[config.mk]
export PLATFORM = sky130hd
export DESIGN_NAME = row_clear
export DESIGN_NICKNAME = d
export VERILOG_FILES = /design/src/rtl/row_clear.sv
export SDC_FILE = /design/constraint.sdc
export NUM_CORES = 1
export LEC_CHECK = 0
export ABC_AREA = 1
export BUFFER_PORTS_ARGS = -buffer_cell sky130_fd_sc_hd__buf_2
export CORE_ASPECT_RATIO = 0.6
export CORE_MARGIN = 2
export CORE_UTILIZATION = 53
export CTS_CLUSTER_SIZE = 12
export DETAILED_ROUTE_END_ITERATION = 6
export PLACE_DENSITY = 0.79
export SLEW_MARGIN = 20
export SYNTH_ARGS = -nofsm -noshare
export SYNTH_HDL_FRONTEND = slang
export SYNTH_SLANG_ARGS = --single-unit
[constraint.sdc]
create_clock -name Clk -period 5 [get_ports Clk]
set_input_delay 1 -clock Clk [delete_from_list [all_inputs] [get_ports Clk]]
set_output_delay 1 -clock Clk [all_outputs]
set_load 0.02 [all_outputs]
[src/rtl/row_clear.sv]
`default_nettype none
// ============================================================================
//  Module      : row_clear
//  Description : Line-clear engine for a falling-block game board.
//                After a piece locks, a start pulse snapshots the board.
//                The engine walks it bottom-up, removes every full row by
//                shifting the rows above it down one place, and reports the
//                compacted board, the number of rows removed and a running
//                score.
//
//  Ports       : Clk           - game clock, rising edge active
//                Reset         - synchronous active-high reset
//                start         - one-cycle scan request (ignored while busy)
//                board_in      - flattened board, row r at [r*COLS +: COLS],
//                                row 0 is the top row
//                board_out     - compacted board, same packing as board_in
//                busy          - high from the accepted start to done inclusive
//                done          - one-cycle pulse, results valid in this cycle
//                lines_cleared - rows removed by the last scan
//                score         - accumulated score, saturates at 16'hFFFF
//
//  Config      : ROW_CLEAR_BONUS_EN defined   -> increment 1,3,5,8 for 1..4
//                                                rows, 2*n above four rows
//                ROW_CLEAR_BONUS_EN undefined -> increment equals rows cleared
//
//  Revision    : 1.0  initial release
// ============================================================================
module row_clear #(
    parameter int ROWS = 12,
    parameter int COLS = 10
) (
    input  logic                 Clk,
    input  logic                 Reset,
    input  logic                 start,
    input  logic [ROWS*COLS-1:0] board_in,
    output logic [ROWS*COLS-1:0] board_out,
    output logic                 busy,
    output logic                 done,
    output logic [3:0]           lines_cleared,
    output logic [15:0]          score
);

    localparam logic [1:0]      c_st_idle  = 2'd0;
    localparam logic [1:0]      c_st_scan  = 2'd1;
    localparam logic [1:0]      c_st_shift = 2'd2;
    localparam logic [1:0]      c_st_done  = 2'd3;
    localparam logic [3:0]      c_last_row = 4'(ROWS - 1);
    localparam logic [COLS-1:0] c_full_row = '1;

    logic [1:0]           r_state;
    logic [1:0]           w_state_nxt;
    logic [3:0]           r_row;
    logic [3:0]           r_cnt;
    logic [3:0]           r_lines;
    logic [15:0]          r_score;
    logic [ROWS*COLS-1:0] r_work;
    logic [ROWS*COLS-1:0] r_board_out;

    logic [COLS-1:0]      w_cur_row;
    logic [COLS-1:0]      w_in_row;
    logic                 w_cur_full;
    logic                 w_in_full;
    logic [ROWS*COLS-1:0] w_shifted;
    logic [3:0]           w_cnt_inc;
    logic [ROWS*COLS-1:0] w_fin_board;
    logic [3:0]           w_fin_cnt;
    logic [15:0]          w_inc;
    logic [16:0]          w_score_sum;
    logic [15:0]          w_score_nxt;
    logic                 w_to_done;

    // Row under examination, and the row that a shift would drop into it.
    // Above row 0 nothing exists, so an empty row falls in.
    always_comb begin
        w_cur_row = r_work[int'(r_row)*COLS +: COLS];
        w_in_row  = '0;
        if (r_row != 4'd0) begin
            w_in_row = r_work[(int'(r_row) - 1)*COLS +: COLS];
        end
        w_cur_full = (w_cur_row == c_full_row);
        w_in_full  = (w_in_row == c_full_row);
    end

    // Rows 1..r take the row above, row 0 empties, rows below r are untouched.
    always_comb begin
        w_shifted = r_work;
        w_shifted[COLS-1:0] = '0;
        for (int i = 1; i < ROWS; i++) begin
            if (i <= int'(r_row)) begin
                w_shifted[i*COLS +: COLS] = r_work[(i-1)*COLS +: COLS];
            end
        end
    end

    assign w_cnt_inc = (r_cnt == 4'hF) ? r_cnt : r_cnt + 4'd1;

    // The shift cycle also judges the row it moves into position r, so each
    // cleared row costs exactly one extra cycle. Results are captured on the
    // edge that enters DONE so they are valid while done is high; when that
    // edge leaves a shift, the freshly shifted board and count are used.
    always_comb begin
        w_state_nxt = r_state;
        unique case (r_state)
            c_st_idle: begin
                if (start) w_state_nxt = c_st_scan;
            end
            c_st_scan: begin
                if (w_cur_full)            w_state_nxt = c_st_shift;
                else if (r_row == 4'd0)    w_state_nxt = c_st_done;
            end
            c_st_shift: begin
                if (w_in_full)             w_state_nxt = c_st_shift;
                else if (r_row == 4'd0)    w_state_nxt = c_st_done;
                else                       w_state_nxt = c_st_scan;
            end
            default: w_state_nxt = c_st_idle;
        endcase
    end

    assign w_to_done   = (w_state_nxt == c_st_done) && (r_state != c_st_done);
    assign w_fin_board = (r_state == c_st_shift) ? w_shifted : r_work;
    assign w_fin_cnt   = (r_state == c_st_shift) ? w_cnt_inc : r_cnt;

    always_comb begin
`ifdef ROW_CLEAR_BONUS_EN
        unique case (w_fin_cnt)
            4'd0:    w_inc = 16'd0;
            4'd1:    w_inc = 16'd1;
            4'd2:    w_inc = 16'd3;
            4'd3:    w_inc = 16'd5;
            4'd4:    w_inc = 16'd8;
            default: w_inc = {11'd0, w_fin_cnt, 1'b0};
        endcase
`else
        w_inc = {12'd0, w_fin_cnt};
`endif
        w_score_sum = {1'b0, r_score} + {1'b0, w_inc};
        w_score_nxt = w_score_sum[16] ? 16'hFFFF : w_score_sum[15:0];
    end

    always_ff @(posedge Clk) begin
        if (Reset) r_state <= c_st_idle;
        else       r_state <= w_state_nxt;
    end

    always_ff @(posedge Clk) begin
        if (Reset) begin
            r_row       <= c_last_row;
            r_cnt       <= 4'd0;
            r_work      <= '0;
            r_board_out <= '0;
            r_lines     <= 4'd0;
            r_score     <= 16'd0;
        end else begin
            unique case (r_state)
                c_st_idle: begin
                    if (start) begin
                        r_work <= board_in;
                        r_row  <= c_last_row;
                        r_cnt  <= 4'd0;
                    end
                end
                c_st_scan: begin
                    if (!w_cur_full && r_row != 4'd0) r_row <= r_row - 4'd1;
                end
                c_st_shift: begin
                    r_work <= w_shifted;
                    r_cnt  <= w_cnt_inc;
                    if (!w_in_full && r_row != 4'd0) r_row <= r_row - 4'd1;
                end
                default: ;
            endcase
            if (w_to_done) begin
                r_board_out <= w_fin_board;
                r_lines     <= w_fin_cnt;
                r_score     <= w_score_nxt;
            end
        end
    end

    assign board_out     = r_board_out;
    assign lines_cleared = r_lines;
    assign score         = r_score;
    assign busy          = (r_state != c_st_idle);
    assign done          = (r_state == c_st_done);

endmodule
`default_nettype wire

Yosys cells after proc, flatten, opt, wreduce, memory -nomap -nowiden:

Index checks and enable logic that the tools add are counted.

* output and inout bits: 142
* register bits: 270
* word-level logic and storage cells: 80
* bits of input ports: 123

* $lt $le $gt $ge: 11
* reductions and logical operators: 13
* equal/unequal tests: 11
* shift operators: 2
* mux-type cells: 30
* $mul: 2
* $add $sub $neg: 4

Operators by type and width (number)
* 2-to-1 mux 120 bit: 2
* one-hot mux 120 bit (2 select lines): 1
* 2-to-1 mux 10 bit: 12
* variable part select 120 x 10 -> 10 bit: 1
* variable part select 120 x 9 -> 10 bit: 1
* 2-to-1 mux 4 bit: 6
* == test 10 bit (second input constant): 2
* adder 16 x 4 -> 17 bit: 1
* less-or-equal comparator 3 x 4 -> 1 bit (first input constant): 4
* less-or-equal comparator 4 bit (first input constant): 4
* 2-to-1 mux 16 bit: 1
* one-hot mux 4 bit (3 select lines): 1
* 2-to-1 mux 2 bit: 5
* multiplier 5 x 4 -> 9 bit (second input constant): 1
* less-or-equal comparator 2 x 4 -> 1 bit (first input constant): 2
* one-hot mux 4 bit (2 select lines): 1
* multiplier 4 x 3 -> 7 bit (second input constant): 1
* == test 2 bit (second input constant): 3
* inequality test 2 bit (second input constant): 3
* one-hot mux 2 bit (3 select lines): 1
* subtractor 4 x 1 -> 5 bit (second input constant): 1
* adder 4 x 1 -> 4 bit (second input constant): 1
* == test 4 bit (second input constant): 1
* less-or-equal comparator 1 x 4 -> 1 bit (first input constant): 1
* other kinds (12): 16

Depth between registers and ports, before layout:

* word-level depth: 9
* mapped depth: 40
* gate-level depth less buffers: 32

Worst setup path before layout:

OpenSTA, ideal clock, no wires.

* kind: register to register
* start point: register r_row[1]
* end point: register r_score[1], in the netlist score[1]
* path buffers: 9
* data required time: 4.885 ns
* stages on the path, launching flop included: 35
* data arrival time: 4.827 ns
* slack: 0.058 ns
* setup time: 0.115 ns
* period minus slack after synthesis: 4.942 ns
* cells stage by stage: dfxtp_1 > clkbuf_1 > inv_1 > clkbuf_1 > clkbuf_1 > ha_1 > buf_2 > inv_2 > clkbuf_1 > ha_1 > ha_1 > inv_1 > fa_1 > inv_1 > nand3_1 > nand2_1 > nand2_2 > nand2_4 > buf_4 > buf_6 > a21oi_1 > a211oi_1 > nand3_1 > nand2_1 > nand3_1 > nand3_1 > nand2_1 > nand2_1 > nand2_2 > nand2_4 > buf_6 > buf_2 > nand3_1 > nand2_1 > nor2_1

* longest elaborated chain between the ends: 9
* elaborated cells between the ends (all ways): 17
* those cells by class: 1 x add/sub; 2 x mul; 3 x eq/ne; 2 x shift; 6 x mux; 3 x reduce/logical

RTL lines
* start: declaration: RTL line 52 `logic [3:0] r_row;`
* start signal: assignment: RTL line 148 `r_row <= c_last_row;`
* start signal: assignment: RTL line 159 `r_row <= c_last_row;`
* start signal: assignment: RTL line 164 `if (!w_cur_full && r_row != 4'd0) r_row <= r_row - 4'd1;`
* subtractor 4 x 1 -> 5 bit: RTL line 78 `w_in_row = r_work[(int'(r_row) - 1)*COLS +: COLS];`
* multiplier 5 x 4 -> 9 bit: RTL line 78
* variable part select 120 x 10 -> 10 bit: RTL line 78
* 2-to-1 mux 10 bit: RTL line 77 `if (r_row != 4'd0) begin`
* == test 10 bit: RTL line 81 `w_in_full = (w_in_row == c_full_row);`
* 2-to-1 mux 2 bit: RTL line 112 `if (w_in_full) w_state_nxt = c_st_shift;`
* one-hot mux 2 bit (3 select lines) (*): RTL line 103 `unique case (r_state)`
* == test 2 bit (*): RTL line 120 `assign w_to_done = (w_state_nxt == c_st_done) && (r_state != c_st_done);`
* logical AND 1 bit (*): RTL line 120
* end signal: assignment: RTL line 176 `r_score <= w_score_nxt;`
* end: declaration: RTL line 55 `logic [15:0] r_score;`

Every way passes the cells marked *; elsewhere a longest branch is shown, timed or not.
A chain may end at the register's enable or synchronous reset.

Worst setup path after layout:

* start point: register r_row[0]
* end point: register r_board_out[105], in the netlist board_out[105]

* longest elaborated chain between the ends: 9
* elaborated cells between the ends (all ways): 20
* those cells by class: 1 x add/sub; 2 x mul; 1 x order compare; 3 x eq/ne; 2 x shift; 8 x mux; 3 x reduce/logical

RTL lines
* subtractor 4 x 1 -> 5 bit: RTL line 78
* multiplier 5 x 4 -> 9 bit: RTL line 78
* variable part select 120 x 10 -> 10 bit: RTL line 78
* 2-to-1 mux 10 bit: RTL line 77
* == test 10 bit: RTL line 81
* 2-to-1 mux 2 bit: RTL line 112
* one-hot mux 2 bit (3 select lines): RTL line 103
* == test 2 bit: RTL line 120
* logical AND 1 bit: RTL line 120
* end signal: assignment: RTL line 174 `r_board_out <= w_fin_board;`
* end: declaration: RTL line 57 `logic [ROWS*COLS-1:0] r_board_out;`

Several ways; a longest one is shown, not always the timed one.

==> metrics <==
Clk pwr share=a little under a third; Crit path top cell by count=nand2_1; min-delay src=board_out[18]; LEAKAGE=8.487 nW; row cnt=51; synth top area cells=dfxtp_1 30%, nand2_1 13%, a21oi_1 12%; nets=3,116; Detail Route Antenna Nets=0; Max Root-Sink Buffers=3; commonest non-fill, non-tap cell in the layout=nand2_1; period utilization=97.41%; CTS root buf=clkbuf_16; synthesized cell area=17,810 um^2; drt first pass iters=6; GR Overflow Total=0; Top FF cell, synth=dfxtp_1; Mapped Nets=2,989; Post-CTS Hold Buffers=0; clock tree sinks=270; vias in the first global route=18,820; Pint=~3.8 mW; Reg-to-Reg Start=r_row[0]; Rel. slew slack=between 20% and 30%; sequential-to-total area share from yosys stat=30.35%; nature of the critical path endpoint=flip-flop; critical path required time=between 5 and 6 ns; Initial DRC Count=3,031; Peak Freq=0.2053 GHz; CTS H-tree lvls=1; register clock-pin slew on the reported worst setup and hold paths=0.06 ns; syn_area_per_cell=6.263 um^2; Synth area leader=dfxtp_1; die area=approximately 35,000 um^2; setup violators final=0; detailed-route DRC error count=0; outcome=complete, no violations; vias per cell=6.325; die width=240.7 um; HPWL Detailed=55,100 um; VDD IR-drop max=0.0002796 V; I/O pins=265; Cells after Synth=2,844; worst hold slack=roughly 0.46 ns; global placer's final weighted congestion=1.006; Worst Tran Pin Value=around 1.2 ns; first-pass GRT wire length=about 110,000 um; via count=21,710; hold path cells=2; #FFs+latches synth=270; Tot Pwr=6.111 mW; Tmin final=4.871 ns; crit-path max FO=88; core area=32,740 um^2; most frequent cells in the layout=618 x nand2_1, 411 x a21oi_1, 276 x o21ai_0, 272 x nand3_1, 266 x dfxtp_1; Combinational Power Share=between 20% and 30%; slowest CP cell=fa_1; Hold Path End=board_out[18]; Reg2Reg Depth=30; Maximum Capacitance Violations=0; routed len/inst=21.78 um; antenna violations before repair=3; Reg2Reg Setup Slack=about 0.13 ns; Area growth, synth to finish=12.88%; Fillers=around 3,200; largest net degree at the start of global routing=around 130; CP arrival=5.27 ns; Post-synth EDFFs=0; Port Buffer Count=264; yosys synthesis warning count=0; Routed WL=74,760 um; Num CTS Buffers=27; total negative slack=0 ns; TritonCTS clock tree=done; clk_skew=0.01495 ns; max incr delay on CP=0.40 ns; initial cell density of the core=between 50 and 60%; Setup Crit Path Kind=flip-flop to flip-flop; register share of total power=between 30% and 40%; R2R Path End=board_out[105]; max-slew violations=0; Synth cell types=46; min-delay worst type=flip-flop to flip-flop; Cell Pwr Density=303.9 nW/um^2; die height=146 um; Async SR Flop Fraction=0%; CP Launch Type=flip-flop; fraction of layout cells with a size suffix above 1=around 14%; area occupied by multi-input gates=10,490 um^2; Worst-Skew Late Latency=0.57 ns; Fin. Hold Viols=0; sequential cell area=5415 um^2; share of the synthesized area in the top cell type=30.35%; switch share=37.42%; Tot GR Track Use=about 40%; Net Sw Power=around 2.3 mW
## flip-flops by register name, indices dropped and copies added, names as in the netlist
signal	count
score	16
r_cnt	4
lines_cleared	4
r_row	4
board_out	120
r_state	2
r_work	120
## synthesized netlist by cell type (20+ instances only)
cell / n
a21oi_1: 412
a221oi_1: 102
buf_2: 62
clkbuf_1: 134
dfxtp_1: 270
ha_1: 20
inv_1: 206
nand2_1: 620
nand3_1: 272
nor2_1: 221
nor3_1: 48
o211ai_1: 35
o21ai_0: 278
o21ai_1: 24
## power groups by stage
stage / clock (mW) / sequential [mW] / combinational, mW
6_report: 1.92 / 2.39 / 1.80
5_1_grt: 2.01 / 2.39 / 1.94
4_1_cts: 1.92 / 2.38 / 1.72
3_5_place_dp: 0 / 2.42 / 1.71
3_3_place_gp: 0 / 2.42 / 1.71
2_1_floorplan: 0 / 2.37 / 1.15
## cell families (layout without fill, tap and decap cells)
logic type / Yosys count / in the layout / synth area share [%]
flip-flops: 270 / 270 / 30.35
buffers and inverters: 454 / 589 / 11.09
AND/OR/NAND/NOR: 1202 / 1203 / 28.40
adder cells (fa/ha/maj): 22 / 22 / 1.630
AO/OA/AOI/OAI: 888 / 888 / 28.14
other: 0 / 2 / 0
XOR/XNOR: 8 / 8 / 0.3934
## area by class of cell
type / instances / area share, %
clock inverters: 3 / 0.09335
clock buffers: 35 / 3.759
well taps: 450 / 2.800
diodes: 2 / 0.02489
inverters: 219 / 4.151
flip-flops and latches: 270 / 26.93
repair buffers: 332 / 10.06
multi-input cells: 2121 / 52.18
## per-stage QoR
stage | instance area, um^2 | utilization [%] | std cells | setup slack [ns]
floorplan | 17810 | - | 2844 | 0.05765
global placement | 19180 | 58.60 | 3385 | 0.1570
detailed placement | 19180 | 58.60 | 3385 | 0.07184
CTS | 19960 | 60.97 | 3423 | 0.04773
global route | 20100 | 61.40 | 3430 | -0.02211
finish | 20110 | 61.42 | 3432 | 0.1295
## per-layer routing
| metal | share of wire [%] | vias up | track usage [%] |
|---|---|---|---|
| li1 | - | 9945 | - |
| met1 | 44 | 10100 | 62.80 |
| met2 | 38 | 1526 | 53.62 |
| met3 | 15 | 135 | 11.91 |
| met4 | 2.5 | 2 | 8.820 |
| met5 | 0.015 | - | 0 |
## worst max-delay path by stage
stage,from,to,slack (ns),cells after the start
after CTS,r_row[2],lines_cleared[0],0.05,31
final,r_row[0],board_out[105],0.13,30
after global routing,r_row[2],board_out[76],-0.02,31
after floorplan,r_row[1],score[1],0.06,34
after detailed placement,r_row[2],lines_cleared[1],0.07,31
after global placement,r_row[2],lines_cleared[1],0.16,31
## repair_timing
action                                 in CTS  in global routing
gates resized for setup                     0                 13
setup endpoints to repair                   0                141
setup buffers                               0                  4
endpoints found under the hold margin       0                  0
## critical path, delay by kind of cell (launching register included)
family	cells	cell delay, ns
DFF	1	0.37
AOI/OAI and AO/OA	2	0.21
adders and majority gates	3	0.96
xor gates and xnor gates	1	0.17
buffers and inverters	7	0.86
and+or+nand+nor	17	1.96
(Power assumes the default switching activity.)
